**config.mk**
```make
export PLATFORM = sky130hd
export DESIGN_NAME = uart_rx_fifo
export DESIGN_NICKNAME = d
export VERILOG_FILES = /design/src/rtl/uart_rx_fifo.sv
export SDC_FILE = /design/constraint.sdc
export NUM_CORES = 1
export LEC_CHECK = 0
export ABC_AREA = 1
export BUFFER_PORTS_ARGS = -buffer_cell sky130_fd_sc_hd__clkbuf_2
export CAP_MARGIN = 20
export CELL_PAD_IN_SITES_DETAIL_PLACEMENT = 1
export CELL_PAD_IN_SITES_GLOBAL_PLACEMENT = 1
export CORE_ASPECT_RATIO = 0.9
export CORE_MARGIN = 2
export CORE_UTILIZATION = 38
export CTS_CLUSTER_DIAMETER = 150
export CTS_CLUSTER_SIZE = 14
export DETAILED_ROUTE_END_ITERATION = 16
export GPL_TIMING_DRIVEN = 0
export MAX_ROUTING_LAYER = met4
export PLACE_DENSITY_LB_ADDON = 0.1
export SYNTH_ARGS = -nofsm -noshare
export SYNTH_HDL_FRONTEND = slang
export SYNTH_SLANG_ARGS = --single-unit
```
**constraint.sdc**
```tcl
create_clock -name clk -period 6.3 [get_ports clk]
set_clock_uncertainty 0.1 [all_clocks]
set_input_delay 1.26 -clock clk [delete_from_list [all_inputs] [get_ports clk]]
set_output_delay 1.26 -clock clk [all_outputs]
set_load 0.01 [all_outputs]
```
**src/rtl/uart_rx_fifo.sv**
```systemverilog
// Receive FIFO between the UART receiver and the APB read path, with RTS hysteresis.
// Optional macro UART_RX_FIFO_ERR_EN stores the parity/framing flags with each character.
module uart_rx_fifo #(
  parameter int DATA_W = 8,
  parameter int DEPTH  = 16,
  parameter int RTS_HI = 12,
  parameter int RTS_LO = 4
) (
  input  logic                       clk,
  input  logic                       reset_n,
  input  logic                       wr_valid_i,
  input  logic [DATA_W-1:0]          wr_data_i,
  input  logic                       wr_perr_i,
  input  logic                       wr_ferr_i,
  input  logic                       rd_en_i,
  input  logic                       flush_i,
  input  logic                       ovr_clr_i,
  output logic [DATA_W-1:0]          rd_data_o,
  output logic                       rd_perr_o,
  output logic                       rd_ferr_o,
  output logic                       empty_o,
  output logic                       full_o,
  output logic [$clog2(DEPTH):0]     level_o,
  output logic                       overrun_o,
  output logic                       rts_no
);

  localparam int AW = $clog2(DEPTH);
  localparam int LW = AW + 1;
`ifdef UART_RX_FIFO_ERR_EN
  localparam int EW = DATA_W + 2;
`else
  localparam int EW = DATA_W;
`endif

  logic [EW-1:0] r_mem [DEPTH];
  logic [AW-1:0] r_wr_ptr;
  logic [AW-1:0] r_rd_ptr;
  logic [LW-1:0] r_level;
  logic          r_overrun;
  logic          r_rts_n;

  logic          w_empty;
  logic          w_full;
  logic          w_do_wr;
  logic          w_do_rd;
  logic          w_ovr_set;
  logic [LW-1:0] w_level_nxt;
  logic [EW-1:0] w_wr_entry;
  logic [EW-1:0] w_head;

  assign w_empty = (r_level == '0);
  assign w_full  = (r_level == LW'(DEPTH));

  // A read frees the slot the write needs, so a full FIFO still accepts a write alongside a pop.
  assign w_do_wr   = !flush_i && wr_valid_i && (!w_full || rd_en_i);
  assign w_do_rd   = !flush_i && rd_en_i && !w_empty;
  assign w_ovr_set = !flush_i && wr_valid_i && w_full && !rd_en_i;

  always_comb begin
    w_level_nxt = r_level;
    if (flush_i)
      w_level_nxt = '0;
    else if (w_do_wr && !w_do_rd)
      w_level_nxt = r_level + LW'(1);
    else if (w_do_rd && !w_do_wr)
      w_level_nxt = r_level - LW'(1);
  end

`ifdef UART_RX_FIFO_ERR_EN
  assign w_wr_entry = {wr_ferr_i, wr_perr_i, wr_data_i};
`else
  logic w_unused_err;
  assign w_unused_err = wr_perr_i ^ wr_ferr_i;
  assign w_wr_entry   = wr_data_i;
`endif

  always_ff @(posedge clk) begin
    if (w_do_wr)
      r_mem[r_wr_ptr] <= w_wr_entry;
  end

  always_ff @(posedge clk or negedge reset_n) begin
    if (!reset_n) begin
      r_wr_ptr  <= '0;
      r_rd_ptr  <= '0;
      r_level   <= '0;
      r_overrun <= 1'b0;
      r_rts_n   <= 1'b1;
    end else begin
      if (flush_i) begin
        r_wr_ptr <= '0;
        r_rd_ptr <= '0;
      end else begin
        if (w_do_wr) r_wr_ptr <= r_wr_ptr + AW'(1);
        if (w_do_rd) r_rd_ptr <= r_rd_ptr + AW'(1);
      end
      r_level <= w_level_nxt;
      if (w_ovr_set)
        r_overrun <= 1'b1;
      else if (ovr_clr_i)
        r_overrun <= 1'b0;
      // Hysteresis: between the thresholds the previous RTS value is held.
      if (w_level_nxt >= LW'(RTS_HI))
        r_rts_n <= 1'b1;
      else if (w_level_nxt <= LW'(RTS_LO))
        r_rts_n <= 1'b0;
    end
  end

  assign w_head    = r_mem[r_rd_ptr];
  assign rd_data_o = w_empty ? '0 : w_head[DATA_W-1:0];
`ifdef UART_RX_FIFO_ERR_EN
  assign rd_perr_o = !w_empty && w_head[DATA_W];
  assign rd_ferr_o = !w_empty && w_head[DATA_W+1];
`else
  assign rd_perr_o = 1'b0;
  assign rd_ferr_o = 1'b0;
`endif

  assign empty_o   = w_empty;
  assign full_o    = w_full;
  assign level_o   = r_level;
  assign overrun_o = r_overrun;
  assign rts_no    = r_rts_n;

endmodule
```
Yosys cells after proc, flatten, opt, wreduce, memory -nomap -nowiden
Memory sizes are Yosys's and may differ from the RTL's. Cells that the tools add are included.

Output and inout bits: 19. Memories kept: 1. Logic and storage cells: 47. Bits in latches: 0. Bits in writable memories: 128. ROM bits: 0. Register bits after elaboration: 15.

Mux-type cells: 14. Bitwise logic cells: 0. Equal/unequal tests: 1. $lt $le $gt $ge: 2. Shift-type cells: 0. Add/subtract/negate cells: 4. Reductions and logical operators: 20. Div/mod/pow operators: 0. $mul: 0.

Memory list: r_mem (depth 16, width 8, rd ports 1, clocked after Yosys merged registers in 0, write ports 1, line 36) `logic [EW-1:0] r_mem [DEPTH];`.

Operators with widths (count): 2-to-1 mux 4 bit (4); 2-to-1 mux 5 bit (3); adder 4 x 1 -> 4 bit (second input constant) (2); logical AND 1 bit (8); 2-to-1 mux 8 bit (1); nonzero test 2 bit (4); zero test 1 bit (6); 2-to-1 mux 1 bit (6); adder 5 x 1 -> 5 bit (second input constant) (1); equality test 5 bit (second input constant) (1); >= comparator 5 x 4 -> 1 bit (second input constant) (1); <= comparator 5 x 3 -> 1 bit (second input constant) (1); zero test 5 bit (1); subtractor 5 x 1 -> 5 bit (second input constant) (1); logical OR 1 bit (1).

Logic depth before layout (Yosys ltp)
Gate-level depths: netlist of the first run.

Word-level depth: 12. Gate-level depth with buffers: 12. Depth with buffers taken out: 12.

Worst setup path before layout of the first run
Ideal clock, no wire load.

Path type: register to output. Start point: reg r_level[0], in the netlist level_o[0]. End point: out rd_data_o[0]. Arrival: 1.574 ns. Buffers on the path: 0. Path slack: 3.366 ns. Stages on the path, launching flop included: 6. Required time: 4.940 ns. Path through: dfrtp_1 inv_1 ha_1 nand3_4 clkinv_1 a211oi_1.

Word-level cells in the longest chain between the ends: 2.

RTL lines: from (decl) (line 39) `logic [LW-1:0] r_level;`; from (signal assigned) (line 98) `r_level <= w_level_nxt;`; zero test 5 bit (line 52) `assign w_empty = (r_level == '0);`; via empty_o (line 21) `output logic empty_o,`; 2-to-1 mux 8 bit (line 112) `assign rd_data_o = w_empty ? '0 : w_head[DATA_W-1:0];`; to (decl) (line 18) `output logic [DATA_W-1:0] rd_data_o,`.

The timed path passes the listed nets, and every way through them passes these cells.

Worst setup path after layout of the first run
Start point: reg r_rd_ptr[0]. End point: out rd_data_o[0].

Word-level cells in the longest chain between the ends: 2.

RTL lines: from (decl) (line 38) `logic [AW-1:0] r_rd_ptr;`; from (signal assigned) (line 96) `if (w_do_rd) r_rd_ptr <= r_rd_ptr + AW'(1);`; memory (16 x 8 bit); 2-to-1 mux 8 bit (line 112).

Every way passes these cells.

==> results of run 1 <==
## area by class of cell
cell class	count	area, um^2	share of cell area (%)
multi-input combinational	330	1674	23.47
buffer	24	128.9	1.807
tap	207	259.0	3.632
timing repair buffer	30	150.1	2.105
clock inverter	15	136.4	1.912
inverter	36	137.6	1.930
clock buffer	17	425.4	5.965
sequential	143	4220	59.18
## layer usage
layer	global-route usage [%]	vias to the layer above	wire, um	part of all wire [%]
met5	-	-	0	0
met4	7.563	0	457	2.8
met3	4.729	29	598	3.7
met2	30.29	80	7321	45
met1	28.05	2039	7857	48
li1	-	1971	-	-
## critical path, delay by kind of cell (launching register included)
kind	cells	cell delay, ns
buffers and inverters	3	0.77
DFF	1	0.41
AOI/OAI and AO/OA	3	0.75
and+or+nand+nor	1	0.11
## registers in the layout (all words and copies together) (netlist names)
signal and cells:
r_mem 128, level_o 5, r_rd_ptr 4, r_wr_ptr 4, overrun_o 1, rts_no 1
## worst min path at each step
| stage | slack, ns | endpoint | depth (start not counted) |
|---|---|---|---|
| floorplan | 0.40 | rts_no$_DFFE_PN1P_ | 2 |
| finish | 0.41 | rts_no$_DFFE_PN1P_ | 2 |
| detailed placement | 0.40 | rts_no$_DFFE_PN1P_ | 2 |
| CTS | 0.41 | rts_no$_DFFE_PN1P_ | 2 |
| global placement | 0.39 | rts_no$_DFFE_PN1P_ | 2 |
| global route | 0.43 | rts_no$_DFFE_PN1P_ | 2 |
## synth_stat cells
master / instances / area (um^2)
conb_1: 1 / 3.750
nor2_8: 1 / 20.02
buf_2: 13 / 65.06
o21ai_1: 2 / 10.01
nand2_2: 2 / 12.51
o21ai_2: 1 / 8.760
xor2_1: 3 / 26.28
nand3_1: 18 / 90.09
o32ai_1: 1 / 8.760
nor2_1: 50 / 187.7
a21boi_0: 5 / 37.54
nand4_2: 2 / 25.02
nand4_1: 1 / 6.260
nand3b_1: 1 / 7.510
nor3_1: 9 / 45.04
dfrtp_1: 14 / 350.3
a211oi_1: 8 / 60.06
ha_1: 7 / 87.58
a21oi_1: 40 / 200.2
dfstp_2: 1 / 26.28
nand2_4: 1 / 11.26
edfxtp_1: 128 / 3844
o221ai_1: 8 / 70.07
buf_4: 4 / 30.03
inv_1: 27 / 101.4
clkbuf_1: 6 / 22.52
inv_4: 1 / 6.260
buf_6: 1 / 11.26
xnor2_1: 2 / 17.52
inv_2: 6 / 22.52
o21ai_0: 21 / 105.1
o22ai_1: 10 / 62.56
nor2_2: 1 / 6.260
nand3_4: 2 / 35.03
nand2_1: 126 / 473.0
clkinv_1: 2 / 7.510
a21boi_1: 3 / 22.52
nand3_2: 3 / 30.03
## placed cells by master, fill, tap and decap left out, types with 9 or more instances in the layout
cell and n:
inv_1 27, o22ai_1 10, a21oi_1 40, nor3_1 9, edfxtp_1 128, nand3_1 18
clkbuf_2 30, dfrtp_1 14, nor2_1 50, buf_2 13, nand2_1 126, clkbuf_16 17
o21ai_0 21
## cells by family after synthesis
| kind of cell | share of synthesized area [%] |
|---|---|
| adders and majority gates | 1.422 |
| and+or+nand+nor | 15.42 |
| buffers and inverters | 4.328 |
| DFF | 68.54 |
| other | 0.06090 |
| AOI/OAI and AO/OA | 9.510 |
| xor gates and xnor gates | 0.7114 |
## power by group through the flow
stage	logic [W]	registers, W	clock network [W]
finish	0.000320	0.00106	0.000955
floorplan	0.000194	0.00108	0
detailed placement	0.000324	0.00108	0
global route	0.000361	0.00106	0.00102
global placement	0.000317	0.00108	0
CTS	0.000326	0.00106	0.000973
## per-stage QoR
| step | total power, W | setup WS [ns] | area (um^2) |
|---|---|---|---|
| 6_report | 0.002337 | 2.467 | 7132 |
| 5_1_grt | 0.002439 | 2.248 | 7132 |
| 4_1_cts | 0.002360 | 2.498 | 7132 |
| 3_5_place_dp | 0.001405 | 2.916 | 6570 |
| 3_3_place_gp | 0.001397 | 2.975 | 6570 |
| 2_1_floorplan | 0.001275 | 3.366 | 6161 |
==> impl_results.md, run 1 <==
- Min Hold Slack: 0.4075 ns
- Worst Path Required: between 4 and 5 ns
- Seq cells post-synth: 143
- DR vias/cell: between 5 and 6
- Crit start category: flop
- Leakage power total: about 2.8 nW
- Routed wire length: approximately 16 mm
- Distinct cells, synth: 38
- Hold_buf cts: 0
- Clock share of power: around 40%
- Post-synthesis sequential area ratio: between 60% and 70%
- Hold Path Class: reg2reg
- Grt total ovfl: 0
- Initial antenna violation count: 0
- Layout area overhead: 15.83%
- Cell Rows: between 40 and 50
- Bufs on Longest Clock Path: 2
- Initial Util: 38.43%
- Largest net degree at the start of global routing: 17
- Routed len/inst: around 20 um
- CP Cell Sequence: inv_2 -> clkbuf_1 -> o21ai_0 -> o22ai_1 -> nand2_1 -> a211oi_1 -> clkbuf_2
- DR DRC count: 0
- Gpl congestion: 0.8278
- Maximum VDD drop: 0.2093 mV
- Final Hold Viols: 0
- Layout cells sized above 1: approximately 17%
- Core Util, Final: between 40 and 50%
- Post-DP HPWL: ~11 mm
- R2R setup slack: between 3 and 4 ns
- HP Start: rts_no$_DFFE_PN1P_
- Clk sinks: about 140
- # IOs: 35
- # setup viols final: 0
- 1st-iter DRT viols: roughly 180
- Width of the die: roughly 140 um
- Slowest stage cell, crit path: clkbuf_1
- CTS tree: built
- Sw power: roughly 0.00064 W
- Clock-pin slew on the worst setup and hold paths: approximately 0.060 ns
- CP Max Fanout: 10
- TritonCTS Buffers: 17
- Comb power frac: a little over an eighth
- Setup bufs post-CTS: 0
- P per Cell Area: between 300 and 400 nW/um^2
- PostCTS Resize Cnt: 0
- WS Path Type: reg2out
- Cell count after placement: 770
- First-pass GRT wire length: around 26 mm
- Critical Path End: rd_data_o[0]
- DRT Pass-1 Iters: 4
- R2r startpoint: level_o[0]$_DFF_PN0_
- Max incr delay on CP: between 0.4 and 0.5 ns
- Worst Tran Pin Value: a little over 0.8 ns
- Status: complete, no violations
- Period utilization: between 60% and 70%
- Netlist Area Pre-Place: around 6200 um^2
- Non-filler cells, final: about 800
- Final ANT Viol Nets: 0
- Die area: between 15,000 and 20,000 um^2
- Post-Syn Area per Cell: around 12 um^2
- Sequential power share: 45.4%
- Final Max Tran Viols: 0
- Internal cell power: ~0.0017 W
- Final net count: 605
- RSZ-0062 raised after global routing: false
- CTS root buf: clkbuf_16
- Clk_lat worst skew: about 0.42 ns
- Fin crit period: around 3.8 ns
- Switching share of total power: between 20% and 30%
- Worst slew margin: 44.50%
- Synth Warn #: 0
- Vias: between 4,000 and 5,000
- Worst path arrival time: between 2 and 2.5 ns
- Max Freq: between 0.2 and 0.3 GHz
- Vias in the first global route: about 4,400
- CP Capture Type: output port
- Reg2Reg Depth: 7
- Core area: 16,020 um^2
- Gr usage total: between 20 and 25%
- H-tree depth: 4
- Antenna diode count: 0
- Total negative slack: 0 ns
- Die H: about 120 um
- # fillers: approximately 1,700
- Crit path launch: r_rd_ptr[0]$_DFFE_PN0P_
- R2r endpoint: r_mem[12][0]$_DFFE_PP_
- Max Cap Violations: 0
- Cells after synthesis: 532
- PortBufs: 30
No activity file was read; power rests on OpenSTA's default activity.
==> run 2, diff against run 1 <==
==> constraint.sdc (replaced) <==
create_clock -name clk -period 3.3 [get_ports clk]
set_clock_uncertainty 0.1 [all_clocks]
set_input_delay 0.66 -clock clk [delete_from_list [all_inputs] [get_ports clk]]
set_output_delay 0.66 -clock clk [all_outputs]
set_load 0.01 [all_outputs]
==> run 2 against run 1 <==
Against the previous run: first-iteration DRC count increased by 15%; critical endpoint is now rd_data_o[5]; hold slack worse by 0.35 ns; cell count unchanged; via count rose by 0.39%; largest power group unchanged.
==> impl_results.md, run 2 (same netlist as run 1, synthesis figures left out) <==
- Status: complete, no violations
- Largest net degree at the start of global routing: 17
- WS Path Type: reg2out
- Dpl ws: between 0.5 and 0.6 ns
- Die H: approximately 120 um
- Maximum VDD drop: 0.3993 mV
- # setup viols final: 0
- Fin crit period: around 3.2 ns
- Clock-pin slew on the worst setup and hold paths: 0.06 ns
- Clk sinks: ~140
- R2r startpoint: level_o[0]$_DFF_PN0_
- Clk_lat worst skew: about 0.42 ns
- P per Cell Area: approximately 630 nW/um^2
- Leakage power total: approximately 2.8 nW
- Grt total ovfl: 0
- First-pass GRT wire length: between 20 and 30 mm
- Max Freq: ~0.31 GHz
- Worst Path Required: roughly 2.5 ns
- 1st-iter DRT viols: around 200
- Gr usage total: between 20% and 30%
- Routed wire length: ~16 mm
- Worst Tran Pin Value: around 0.85 ns
- CTS root buf: clkbuf_16
- Number of flip-flops in the largest register: ~130
- Comb power frac: 13.8%
- Final ANT Viol Nets: 0
- Top Layer Used: met4
- Worst slew margin: about 43%
- Cell Rows: 44
- Worst path arrival time: about 2.4 ns
- Met3 wire len: ~620 um
- Post-route setup slack: roughly 0.12 ns
- Hold_buf cts: 0
- Sw power: 0.001235 W
- Hold Path Class: in2async
- Bufs on Longest Clock Path: 2
- Total negative slack: 0 ns
- H-tree depth: 4
- Switching share of total power: between 20% and 30%
- Final net count: around 600
- Setup bufs post-CTS: 0
- Final Max Tran Viols: 0
- Width of the die: around 140 um
- Most flops, register: r_mem
- Max Cap Violations: 0
- DRT Pass-1 Iters: 4
- Layout area overhead: 15.99%
- Layout cells sized above 1: 17.48%
- R2r endpoint: r_mem[12][0]$_DFFE_PP_
- Initial Util: 38.43%
- Internal cell power: 0.003233 W
- RSZ-0062 raised after global routing: false
- Antenna diode count: 0
- Most frequent cells in the layout: edfxtp_1 (128), nand2_1 (126), nor2_1 (50), a21oi_1 (40), clkbuf_2 (31)
- PortBufs: 30
- # IOs: 35
- Clock share of power: 40.8%
- Core area: 16,020 um^2
- Vias: 4,135
- CTS tree: built
- Routed len/inst: 20.30 um
- DR vias/cell: roughly 5.2
- DRT met1 WL: ~8 mm
- TritonCTS Buffers: 17
- DR DRC count: 0
- Sequential power share: a little under half
- Commonest non-fill, non-tap cell in the layout: edfxtp_1
- Post-DP HPWL: ~11 mm
- Initial antenna violation count: 0
- Met2 Wirelength: roughly 7.3 mm
- Final Hold Viols: 0
- Die area: ~17,000 um^2
- CP Max Fanout: 10
- Gpl congestion: 0.8278
- Vias in the first global route: 4,419
- CP Capture Type: output port
- Reg2Reg Depth: 7
- Crit start category: flop
- Period utilization: 96.24%
- R2R setup slack: just under 0.6 ns
-- run 2: power groups by stage --
stage / clock network (W) / logic [W] / registers (W)
CTS: 0.00186 / 0.000622 / 0.00203
global route: 0.00194 / 0.000695 / 0.00203
floorplan: 0 / 0.000370 / 0.00206
detailed placement: 0 / 0.000619 / 0.00206
global placement: 0 / 0.000605 / 0.00206
finish: 0.00182 / 0.000618 / 0.00203
-- run 2: area by class of cell --
type	instances	area, um^2
Timing Repair Buffer	30	150.1
Tap cell	207	259.0
Sequential cell	143	4220
Clock buffer	17	425.4
Multi-Input combinational cell	330	1679
Fill cell	1729	8879
Inverter	36	141.4
Buffer	24	130.1
Clock inverter	15	136.4
-- run 2: repair_timing --
action / 4_1_cts / 5_1_grt
hold endpoints to repair: 0 / 0
gates resized for setup: 0 / 4
endpoints found under the setup margin: 0 / 4
-- run 2: per-layer routing --
metal  track usage, %  vias to the layer above
met5                -                        -
met4            7.563                        0
met3            4.729                       28
met2            30.29                       93
met1            28.05                     2041
li1                 -                     1973
-- run 2: critical path, stage by stage (launching register included) --
cell      delay [ns]
dfrtp_1         0.41
inv_2           0.08
buf_2           0.24
buf_2           0.31
nor2_1          0.07
o22ai_1         0.20
nand2_1         0.10
a211oi_1        0.39
clkbuf_2        0.20
-- run 2: per-stage QoR --
step	power, W	instance area (um^2)	cells	utilization [%]	hold slack [ns]
after floorplan	0.002433	6161	533	-	0.2644
after CTS	0.004506	7132	802	44.52	0.05660
final	0.004468	7142	802	44.58	0.05414
after detailed placement	0.002683	6570	770	41.01	0.4006
after global placement	0.002667	6570	770	41.01	0.3928
after global routing	0.004662	7142	802	44.58	0.06807
-- run 2: how the worst max path moves through the flow --
stage,start,endpoint,slack (ns),depth (start not counted)
after floorplan,level_o[0]$_DFF_PN0_,rd_data_o[0],0.97,5
after global placement,r_rd_ptr[0]$_DFFE_PN0P_,rd_data_o[0],0.58,7
after detailed placement,flush_i,r_mem[12][1]$_DFFE_PP_,0.52,6
after CTS,r_rd_ptr[0]$_DFFE_PN0P_,rd_data_o[0],0.1,7
after global routing,r_rd_ptr[0]$_DFFE_PN0P_,rd_data_o[5],0.01,8
final,r_rd_ptr[0]$_DFFE_PN0P_,rd_data_o[5],0.12,8
